### src/rtl/sum_bcd_converter_if.sv
// Handshake and result bundle between the adder sum source, the BCD converter
// and the display consumer.
interface sum_bcd_converter_if #(
  parameter int unsigned WIDTH = 8
);

  logic [WIDTH-1:0] in_value;
  logic             in_valid;
  logic             in_ready;
  logic [3:0]       hundreds;
  logic [3:0]       tens;
  logic [3:0]       ones;
  logic             out_valid;
  logic             out_ready;
  logic             busy;

  // Producer/consumer side: drives the input value and accepts results.
  modport master (
    output in_value,
    output in_valid,
    output out_ready,
    input  in_ready,
    input  hundreds,
    input  tens,
    input  ones,
    input  out_valid,
    input  busy
  );

  // Converter side.
  modport slave (
    input  in_value,
    input  in_valid,
    input  out_ready,
    output in_ready,
    output hundreds,
    output tens,
    output ones,
    output out_valid,
    output busy
  );

endinterface

### src/rtl/sum_bcd_converter.sv
// Sequential binary-to-BCD converter (shift-and-add-3, one bit per clock).
// Accepts one value in IDLE, shifts WIDTH times, then holds the three digits
// in DONE until the consumer takes them.
module sum_bcd_converter #(
  parameter int unsigned WIDTH = 8
) (
  input  logic              clk,
  input  logic              rst,
  sum_bcd_converter_if.slave bus
);

  typedef enum logic [1:0] {
    StIdle,
    StShift,
    StDone
  } state_e;

  state_e state_q, state_d;

  logic [11:0]      work_q;
  logic [WIDTH-1:0] shift_q;
  logic [3:0]       count_q;

  logic [3:0] hundreds_q;
  logic [3:0] tens_q;
  logic [3:0] ones_q;
  logic       out_valid_q;

  logic load;
  logic shift_en;
  logic finish;
  logic done_ack;
  logic last_bit;

  logic [11:0] adj;
  logic [11:0] work_shift;
  logic        unused_adj_msb;

  assign last_bit = (count_q == 4'(WIDTH - 1));

  // Add-3 correction on every digit in parallel, then shift in the binary MSB.
  always_comb begin
    adj = work_q;
    for (int i = 0; i < 3; i++) begin
      if (work_q[4*i +: 4] >= 4'd5) begin
        adj[4*i +: 4] = work_q[4*i +: 4] + 4'd3;
      end
    end
    work_shift = {adj[10:0], shift_q[WIDTH-1]};
  end

  // Inputs never exceed 255, so the hundreds digit never carries out.
  assign unused_adj_msb = adj[11];

  // State register.
  always_ff @(posedge clk or posedge rst) begin
    if (rst) begin
      state_q <= StIdle;
    end else begin
      state_q <= state_d;
    end
  end

  // Next-state logic and datapath strobes.
  always_comb begin
    state_d  = state_q;
    load     = 1'b0;
    shift_en = 1'b0;
    finish   = 1'b0;
    done_ack = 1'b0;
    unique case (state_q)
      StIdle: begin
        if (bus.in_valid) begin
          load    = 1'b1;
          state_d = StShift;
        end
      end
      StShift: begin
        shift_en = 1'b1;
        if (last_bit) begin
          finish  = 1'b1;
          state_d = StDone;
        end
      end
      StDone: begin
        // A pending in_valid is not taken here; it waits for IDLE.
        if (bus.out_ready) begin
          done_ack = 1'b1;
          state_d  = StIdle;
        end
      end
      default: state_d = StIdle;
    endcase
  end

  // Work register, binary shift register and bit counter.
  always_ff @(posedge clk or posedge rst) begin
    if (rst) begin
      work_q  <= '0;
      shift_q <= '0;
      count_q <= '0;
    end else if (load) begin
      work_q  <= '0;
      shift_q <= bus.in_value;
      count_q <= '0;
    end else if (shift_en) begin
      work_q  <= work_shift;
      shift_q <= {shift_q[WIDTH-2:0], 1'b0};
      count_q <= count_q + 4'd1;
    end
  end

  // Output digits capture the final shift result directly; retained after DONE.
  always_ff @(posedge clk or posedge rst) begin
    if (rst) begin
      hundreds_q <= '0;
      tens_q     <= '0;
      ones_q     <= '0;
    end else if (finish) begin
      hundreds_q <= work_shift[11:8];
      tens_q     <= work_shift[7:4];
      ones_q     <= work_shift[3:0];
    end
  end

  // Result-valid flag: set on the last shift, cleared when the consumer accepts.
  always_ff @(posedge clk or posedge rst) begin
    if (rst) begin
      out_valid_q <= 1'b0;
    end else if (finish) begin
      out_valid_q <= 1'b1;
    end else if (done_ack) begin
      out_valid_q <= 1'b0;
    end
  end

  assign bus.in_ready  = (state_q == StIdle) && !rst;
  assign bus.busy      = (state_q != StIdle);
  assign bus.hundreds  = hundreds_q;
  assign bus.tens      = tens_q;
  assign bus.ones      = ones_q;
  assign bus.out_valid = out_valid_q;

endmodule

### src/flat_wrapper.sv
// flat-port wrapper written by rule: the top's interface ports become plain ports
module sum_bcd_converter_flat 
#(
  parameter int unsigned WIDTH = 8
)
  (clk, rst, bus_in_value, bus_in_valid, bus_out_ready, bus_in_ready, bus_hundreds, bus_tens, bus_ones, bus_out_valid, bus_busy);
  sum_bcd_converter_if #(.WIDTH(WIDTH)) bus_i ();
  input  logic clk;
  input  logic rst;
  input wire logic [$bits(bus_i.in_value)-1:0] bus_in_value;
  input wire logic [$bits(bus_i.in_valid)-1:0] bus_in_valid;
  input wire logic [$bits(bus_i.out_ready)-1:0] bus_out_ready;
  output wire logic [$bits(bus_i.in_ready)-1:0] bus_in_ready;
  output wire logic [$bits(bus_i.hundreds)-1:0] bus_hundreds;
  output wire logic [$bits(bus_i.tens)-1:0] bus_tens;
  output wire logic [$bits(bus_i.ones)-1:0] bus_ones;
  output wire logic [$bits(bus_i.out_valid)-1:0] bus_out_valid;
  output wire logic [$bits(bus_i.busy)-1:0] bus_busy;
  assign bus_i.in_value = bus_in_value;
  assign bus_i.in_valid = bus_in_valid;
  assign bus_i.out_ready = bus_out_ready;
  assign bus_in_ready = bus_i.in_ready;
  assign bus_hundreds = bus_i.hundreds;
  assign bus_tens = bus_i.tens;
  assign bus_ones = bus_i.ones;
  assign bus_out_valid = bus_i.out_valid;
  assign bus_busy = bus_i.busy;
  sum_bcd_converter #(.WIDTH(WIDTH)) u_core (.clk(clk), .rst(rst), .bus(bus_i));
endmodule
### config.mk
export PLATFORM = sky130hd
export DESIGN_NAME = sum_bcd_converter_flat
export DESIGN_NICKNAME = d
export VERILOG_FILES = /design/src/rtl/sum_bcd_converter_if.sv /design/src/rtl/sum_bcd_converter.sv /design/src/flat_wrapper.sv
export SDC_FILE = /design/constraint.sdc
export NUM_CORES = 1
export LEC_CHECK = 0
export CAP_MARGIN = 25
export CORE_AREA = 2 2 58 74
export CTS_BUF_LIST = sky130_fd_sc_hd__clkbuf_4 sky130_fd_sc_hd__clkbuf_8
export DETAILED_ROUTE_END_ITERATION = 6
export DIE_AREA = 0 0 60 76
export HOLD_SLACK_MARGIN = 0.06
export PLACE_DENSITY = 0.76
export SKIP_LAST_GASP = 1
export SYNTH_ARGS = -nofsm -noshare
export SYNTH_HDL_FRONTEND = slang
export SYNTH_SLANG_ARGS = --single-unit
export TNS_END_PERCENT = 30
### constraint.sdc
create_clock -name clk -period 1.4 [get_ports clk]
set_input_delay 0.28 -clock clk [delete_from_list [all_inputs] [get_ports clk]]
set_output_delay 0.28 -clock clk [all_outputs]
set_load 0.01 [all_outputs]
; After elaboration in Yosys (flattened, before gate mapping)
; Index checks and enable logic that the tools add are counted.
[totals]
out_inout_bits = 15
regBits = 39
in_bits = 12
word_cells = 50
[op_classes]
eq_ne = 6
n_lt_le_gt_ge = 3
add_sub_neg = 4
reduce_logical = 7
muxes = 22
[ops]
columns = op, count
row1 = 12-bit 2-to-1 mux, 2
row2 = 4-bit 2-to-1 mux, 4
row3 = 8-bit 2-to-1 mux, 2
row4 = 4-bit by 3-bit >= comparator with 1-bit output (second input constant), 3
row5 = 1-bit 2-to-1 mux, 9
row6 = 4-bit by 2-bit adder with 4-bit output (second input constant), 2
row7 = 2-bit 2-to-1 mux, 3
row8 = 2-bit one-hot mux with 3 select lines, 1
row9 = 2-bit nonzero test, 3
row10 = 4-bit by 1-bit adder with 4-bit output (second input constant), 1
row11 = 4-bit by 3-bit == test with 1-bit output (second input constant), 1
row12 = 2-bit inequality test (second input constant), 2
row13 = 3-bit by 2-bit adder with 3-bit output (second input constant), 1
row14 = 3-bit 2-to-1 mux, 1
row15 = 3-bit AND reduction, 1
row16 = 2-bit by 1-bit == test with 1-bit output (second input constant), 1
row17 = 2-bit == test (second input constant), 1
row18 = 2-bit zero test, 1
row19 = 2-bit by 1-bit inequality test with 1-bit output (second input constant), 1
row20 = 1-bit logical AND, 1
row21 = 1-bit zero test, 1

; Depth between registers and ports, before layout
; Gate-level depths: netlist (run 1).
[depth]
word_depth = 4
depth_mapped = 6
depth_no_buf = 6

; Least setup slack after synthesis (run 1)
; Ideal clock, no wire load.
[synth_timing]
kind = flip-flop to flip-flop
from = reg u_core.work_q[4]
to = reg u_core.work_q[6]
required_time_ns = 1.317
arrival_time_ns = 1.420
path_slack_ns = -0.103
period_less_slack_ns = 1.503
stages_incl_launch_ff = 6
path_buffers = 0
setup_time_ns = 0.083
cell_sequence = dfrtp_1 > ha_1 > nand2b_1 > a21oi_1 > mux2_2 > o21ai_0
[synth_via]
elab_chain_cells = 4
word_cells_on_any_way = 5
cone_classes = 1 x add/sub / 1 x order compare / 3 x mux
[synth_rtl]
columns = item, line
row1 = from (decl), sum_bcd_converter.sv:20  ; logic [11:0] work_q;
row2 = from (signal assigned), sum_bcd_converter.sv:107  ; work_q <= work_shift;
row3 = 4-bit by 2-bit adder with 4-bit output / 4-bit by 3-bit >= comparator with 1-bit output (equally long branches), "sum_bcd_converter.sv:46, sum_bcd_converter.sv:45"
row4 = 4-bit 2-to-1 mux (*), sum_bcd_converter.sv:45  ; if (work_q[4*i +: 4] >= 4'd5) begin
row5 = 12-bit 2-to-1 mux (*), sum_bcd_converter.sv:106  ; end else if (shift_en) begin
row6 = 12-bit 2-to-1 mux (*), sum_bcd_converter.sv:102  ; end else if (load) begin
; Every way passes the cells marked *; elsewhere a longest branch is shown, timed or not. The select of a mux whose other input is x is not followed.
; A chain may end at the register's enable or synchronous reset.

; Final worst setup path (run 1)
[layout_timing]
from = reg u_core.work_q[8]
to = reg u_core.hundreds_q[1] (netlist: u_core.bus.hundreds[1])
[layout_via]
elab_chain_cells = 2
word_cells_on_any_way = 3
cone_classes = 1 x add/sub / 1 x order compare / 1 x mux
[layout_rtl]
columns = item, line
row1 = 4-bit by 3-bit >= comparator with 1-bit output / 3-bit by 2-bit adder with 3-bit output (equally long branches), "sum_bcd_converter.sv:45, sum_bcd_converter.sv:46"
row2 = 3-bit 2-to-1 mux (*), sum_bcd_converter.sv:45
row3 = to (signal assigned), sum_bcd_converter.sv:120  ; hundreds_q <= work_shift[11:8];
row4 = to (decl), sum_bcd_converter.sv:24  ; logic [3:0] hundreds_q;
; Every way passes the cells marked *; elsewhere a longest branch is shown, timed or not.

==> summary.txt, run 1 <==
Route
  • Initial detailed-routing violation count: 34
  • Antenna-violating nets left: 0
  • WL final: 4200 µm
  • Post-DR wirelength/cell: 14.2 µm
  • Initial DRT Pass Iterations: 4
  • Post-route DRC violation count: 0
  • DR vias/cell: 5.34
  • Via count: 1574

Power
  • Pwr Density: 2280 nW/µm²
  • Cell leakage power: 1.24 nW
  • Sequential power share: 33.6%
  • NetSw: 2.24 mW
  • Worst IR drop on VDD: 1160 µV
  • Comb power frac: 54.0%
  • Clock power share: 12.5%
  • Switching share of power: 36.7%
  • Internal power: 3.86 mW

Yosys
  • Compound-Gate Fraction of Synth Area: 19.2%
  • Syn Std Cell Area: 1910 µm²
  • Largest family of logic cells by synthesized area: compound AO/OA/AOI/OAI gates
  • Dominant cells by area after synthesis: dfrtp_1 51%, a21oi_1 5.0%, o21ai_0 4.7%
  • Post-Synthesis Cells: 183
  • Adder and majority gate portion of the synthesized area: 4.60%
  • Mapped Nets: 202
  • Yosys cell types: 32
  • Seq/Total Area, Yosys: 51.2%
  • Register bit count reported by yosys: 39
  • Syn_area_per_cell: 10.4 µm²
  • Share of the synthesized area in the top cell type: 51.2%
  • Post-synthesis mux area share: 5.25%
  • XOR/XNOR Fraction of Synth Area: 1.38%
  • Synth area leader: dfrtp_1
  • Post-Synth Simple-Gate Area: 14.1%
  • Warnings, synthesis: 0

STA
  • Slew headroom: 82.4%
  • Worst hold slack: 368 ps
  • Fin. max-slew vios: 0
  • Setup TNS: -639 ps
  • Clock Skew: 6.54 ps
  • Final hold violations: 0
  • Final setup vio count: 21
  • Fmax: 683 MHz
  • Final period util: 105%
  • Final WS setup: -64.5 ps
  • RSZ-0062 raised after global routing: yes
  • Worst Max-Slew Pin Slew: 261 ps
  • Min Tclk post-route: 1460 ps

CTS
  • H-Tree Depth: 2
  • CTS root buf: clkbuf_8
  • Clock Latency Late Sink: 280 ps
  • CTS Buffer Depth: 2
  • CTS tree: built
  • Total CTS buffers: 5
  • Clk sink count: 39
  • Clock transition at path regs: 70 ps
  • Post-CTS Hold Buffers: 0

GRT
  • Antenna violations before repair: 0
  • First-pass GRT wire length: 7130 µm
  • Total grt overflow: 0
  • Vias in the first global route: 1579
  • GRT Total Usage: 20.5%
  • Pin count of the biggest net entering global routing: 40

Die
  • Die width: 60 µm
  • Chip height: 76 µm
  • # IOs: 27
  • Die Area: 4560 µm²
  • # rows: 26
  • Core Region: 3940 µm²
  • Initial cell density of the core: 48.4%

Layout
  • Fillers: 292
  • Fin area: 2680 µm²
  • Final core occ: 68.1%
  • Fraction of layout cells with a size suffix above 1: 33.1%
  • Storage cell area: 977 µm²
  • Area of the multi-input gates: 1000 µm²
  • Area grow syn2layout: 40.6%
  • Nets: 257
  • Antenna Diode Count: 0

Critical path
  • Max incr delay on CP: 450 ps
  • Worst-path fanout max: 3
  • Worst endpoint required time: 1570 ps
  • Critical Path Source: u_core.work_q[8]$_DFFE_PP0P_
  • Reg-to-Reg Start: u_core.work_q[8]$_DFFE_PP0P_
  • CP max stage cell: dfrtp_2
  • Top delay family on crit path: flip-flops
  • Critical path cell sequence: ha_4, nand2b_4, a21oi_4, buf_6, xnor2_2, mux2_4
  • Startpoint types: flip-flop
  • Worst Path Buf+Inv: 1
  • WS Path Type: reg2reg
  • Worst Path Arrival: 1640 ps
  • Worst reg2reg path depth: 6
  • Crit. path cell count: 6
  • Setup crit end kind: flip-flop

Outcome
  • Status: finished, violations left
  • Failing checks: setup timing

Place
  • Place WS: -207 ps
  • Hpwl dp: 2740 µm
  • Placer Congestion: 0.700
  • Port buffer count: 26
  • Area of placed instances: 2410 µm²

Hold path
  • Min-Delay Path Class: in2async

Run
  • Max_cap viols: 0
[final cells by class]
class | instances | area share (%)
inverters | 8 | 1.12
clock buffers | 7 | 3.13
flip-flops and latches | 39 | 36.5
repair buffers | 56 | 19.0
well taps | 56 | 2.62
clock inverters | 1 | 0.187
multi-input cells | 128 | 37.5
[final timing paths]
check	end	slack, ps
max	u_core.bus.hundreds[1]$_DFFE_PP0P_	-60
min	u_core.bus.hundreds[3]$_DFFE_PP0P_	370
max reg2reg	u_core.bus.hundreds[1]$_DFFE_PP0P_	-60
min reg2reg	u_core.bus.out_valid$_DFFE_PP0P_	490
max in group asynchronous	u_core.work_q[8]$_DFFE_PP0P_	820
min in group clk	u_core.bus.out_valid$_DFFE_PP0P_	490
[sequential cells by signal, summed over array words and instances (netlist names)]
signal and count:
u_core.work_q 12, u_core.shift_q 8, u_core.bus.hundreds 4, u_core.bus.ones 4, u_core.bus.tens 4, u_core.count_q 4, u_core.state_q 2, u_core.bus.out_valid 1
[Yosys cell counts (all sizes together)]
library cell,instances
nor3,1
or2,2
nor2b,8
and4,1
nand2,13
a21oi,19
a41oi,1
a22oi,6
and2b,1
ha,7
nor3b,4
nand3b,1
buf,5
nand2b,4
clkbuf,4
o21ai,18
inv,8
nand3,1
a21o,2
xnor2,3
o21bai,1
a31oi,2
mux2i,1
dfrtp,39
and3b,1
nor2,11
mux2,8
or3b,1
a22o,10
[layout by cell type, fill, tap and decap left out, types with 5 or more instances in the layout]
| cell | n |
|---|---|
| dfrtp_1 | 38 |
| buf_4 | 27 |
| clkdlybuf4s50_1 | 16 |
| a21oi_1 | 13 |
| nand2_1 | 13 |
| nor2_1 | 11 |
| o21ai_0 | 11 |
| a22o_1 | 10 |
| nor2b_1 | 7 |
| a22oi_1 | 6 |
| mux2_2 | 5 |
| o21ai_1 | 5 |
| clkbuf_8 | 5 |
[what timing repair did]
item,in CTS,in global routing
cloned,1,0
pin swaps,4,4
setup endpoints to repair,35,47
buffers inserted,6,1
resized for setup,26,27
[cell families after synthesis]
logic type	Yosys count
AOI/OAI and AO/OA	59
xor gates and xnor gates	3
adders and majority gates	7
buffers and inverters	17
DFF	39
muxes	9
and+or+nand+nor	49
[power by group through the flow]
stage | combinational, mW | clock (mW) | sequential, mW
final | 3.29 | 0.761 | 2.05
after global placement | 2.73 | 0 | 2.00
after global routing | 3.61 | 0.831 | 2.11
after CTS | 3.11 | 0.783 | 2.02
after floorplan | 1.65 | 0 | 2.06
after detailed placement | 2.82 | 0 | 2.03
[tightest hold or removal path, delay by kind of cell]
family	cells	cell delay (ps)
buffers and inverters	3	750
[metrics by stage]
step	std cells	power, mW
after floorplan	183	3.71
after global placement	279	4.73
after detailed placement	279	4.84
after CTS	294	5.91
after global routing	295	6.56
final	295	6.10
[routing by layer]
metal	part of all wire (%)	wire length, µm	global-route usage [%]
met1	42	1760	26.5
met2	53	2210	33.5
met3	4.6	191	5.26
met4	0.88	37	5.33
met5	0	0	0
Note: power is estimated with default switching activity, not from simulation.
==> inputs of run 2 (changes only) <==
TNS_END_PERCENT = not set   (was 30)
==> summary.txt, run 2 (synthesis results as in run 1) <==
Route
  • Post-route DRC violation count: 0
  • Antenna-violating nets left: 0
  • DR vias/cell: 5.33
  • Initial detailed-routing violation count: 59
  • Via count: 1566
  • Initial DRT Pass Iterations: 4
  • Post-DR wirelength/cell: 14.8 µm
  • WL final: 4340 µm

CTS
  • CTS tree: built
  • Clk sink count: 39
  • Total CTS buffers: 5
  • Post-CTS Hold Buffers: 0
  • CTS Buffer Depth: 2
  • Clock Latency Late Sink: 290 ps
  • H-Tree Depth: 2
  • Clock transition at path regs: 70 ps
  • CTS root buf: clkbuf_8

STA
  • Min Tclk post-route: 1460 ps
  • Final period util: 104%
  • Setup TNS: -380 ps
  • Clock Skew: 3.00 ps
  • RSZ-0062 raised after global routing: yes
  • Final hold violations: 0
  • Slew headroom: 83.2%
  • Fmax: 685 MHz
  • Final setup vio count: 10
  • Fin. max-slew vios: 0
  • Final WS setup: -60.2 ps
  • Worst Max-Slew Pin Slew: 251 ps

Layout
  • Largest regs: u_core.work_q: 12 flops, u_core.shift_q: 8 flops
  • Most frequent cells in the layout: 39 x dfrtp_1, 26 x buf_4, 14 x a21oi_1
  • Final core occ: 69.4%
  • Antenna Diode Count: 0
  • Nets: 258
  • Reg with most FFs: u_core.work_q
  • Max reg flops: 12
  • Commonest non-fill, non-tap cell in the layout: dfrtp_1
  • Area grow syn2layout: 43.3%
  • Fraction of layout cells with a size suffix above 1: 34.0%
  • Fillers: 295

Die
  • # rows: 26
  • # IOs: 27
  • Chip height: 76 µm
  • Initial cell density of the core: 48.4%
  • Die width: 60 µm
  • Die Area: 4560 µm²
  • Core Region: 3940 µm²

GRT
  • Total grt overflow: 0
  • Met1 Resource Use GR: 24.9%
  • Met3 Usage GRT: 4.58%
  • Busiest grt layer: met2
  • Pin count of the biggest net entering global routing: 40
  • First-pass GRT wire length: 7040 µm
  • GRT Total Usage: 20.2%
  • Vias in the first global route: 1536
  • M2 GR Usage: 33.5%
  • Antenna violations before repair: 0

Outcome
  • Status: finished, violations left
  • Failing checks: setup timing

Power
  • Worst IR drop on VDD: 1050 µV
  • Pwr Density: 2260 nW/µm²
  • Cell leakage power: 1.24 nW
  • Total power draw: 6.17 mW

Critical path
  • Setup crit end kind: flip-flop
  • Worst reg2reg path depth: 5
  • RR Endpoint: u_core.work_q[10]$_DFFE_PP0P_
  • CP max stage cell: dfrtp_1
  • WS Path Type: reg2reg
  • Max incr delay on CP: 430 ps
  • R2R setup slack: -60 ps
  • Reg-to-Reg Start: u_core.work_q[8]$_DFFE_PP0P_
  • Startpoint types: flip-flop
  • Worst endpoint required time: 1620 ps
  • Worst-path fanout max: 3
  • Worst Path Arrival: 1680 ps
  • Critical path cell sequence: ha_2, nand2b_4, a21oi_4, mux2_4, o21ai_1

Place
  • Hpwl dp: 2660 µm
  • Placer Congestion: 0.708
  • Port buffer count: 26

Hold path
  • Min-Delay Path Class: in2async

Run
  • Max_cap viols: 0
## run 2: cell count changes in the layout (fill, tap and decap cells not counted), moves of 4 or more
cell	previous run	this run
dlygate4sd2_1	4	13
mux2_4	3	7
dlymetal6s2s_1	4	0
mux2_2	5	1
clkdlybuf4s50_1	16	11
## run 2: cell type report
class / count / area (µm²) / share of cell area [%]
Clock buffer: 6 / 76.3 / 2.79
Inverter: 8 / 30.0 / 1.10
Multi-Input combinational cell: 127 / 1040 / 38.0
Sequential cell: 39 / 976 / 35.7
Tap cell: 56 / 70.1 / 2.57
Timing Repair Buffer: 58 / 542 / 19.8
## run 2: worst max-delay path by stage
stage	startpoint	endpoint	slack, ps	cells past startpoint
6_report	u_core.work_q[8]$_DFFE_PP0P_	u_core.work_q[10]$_DFFE_PP0P_	-60	5
5_1_grt	u_core.work_q[0]$_DFFE_PP0P_	u_core.bus.ones[2]$_DFFE_PP0P_	-110	5
4_1_cts	u_core.state_q[1]$_DFFE_PP0P_	bus_in_ready	-70	3
3_5_place_dp	rst	bus_in_ready	-250	3
3_3_place_gp	rst	bus_in_ready	-220	3
2_1_floorplan	u_core.work_q[8]$_DFFE_PP0P_	u_core.work_q[10]$_DFFE_PP0P_	-5	5
## run 2: repair_timing
item                       4_1_cts  5_1_grt
setup endpoints to repair       31       31
setup buffers                   10        1
pin swaps                        6        5
cloned                           0        1
gates resized for setup         48       21
## run 2: per-stage QoR
stage	cell area [µm²]	setup slack, ps	hold slack [ps]	std cells
finish	2730	-60.2	440	294
global route	2730	-107	482	294
CTS	2620	-68.9	386	292
detailed placement	2400	-252	474	276
global placement	2400	-218	472	276
floorplan	1940	-5.06	465	183
## run 2: power breakdown
group          switching, mW  internal [mW]
combinational           1.52           1.91
sequential             0.396           1.63
clock                  0.368          0.351
total                   2.28           3.89
## run 2: worst max-delay path: cells and delay by family, from the launching register on
| kind | cells | cell delay [ps] |
|---|---|---|
| muxes | 1 | 330 |
| DFF | 1 | 430 |
| AOI/OAI and AO/OA | 2 | 280 |
| and+or+nand+nor | 1 | 140 |
| adders and majority gates | 1 | 200 |
## run 2: routing by layer
| metal | wire (µm) | share of wire, % |
|---|---|---|
| met4 | 70 | 1.6 |
| met1 | 1880 | 43 |
| met5 | 0 | 0 |
| met2 | 2270 | 52 |
| met3 | 116 | 2.7 |
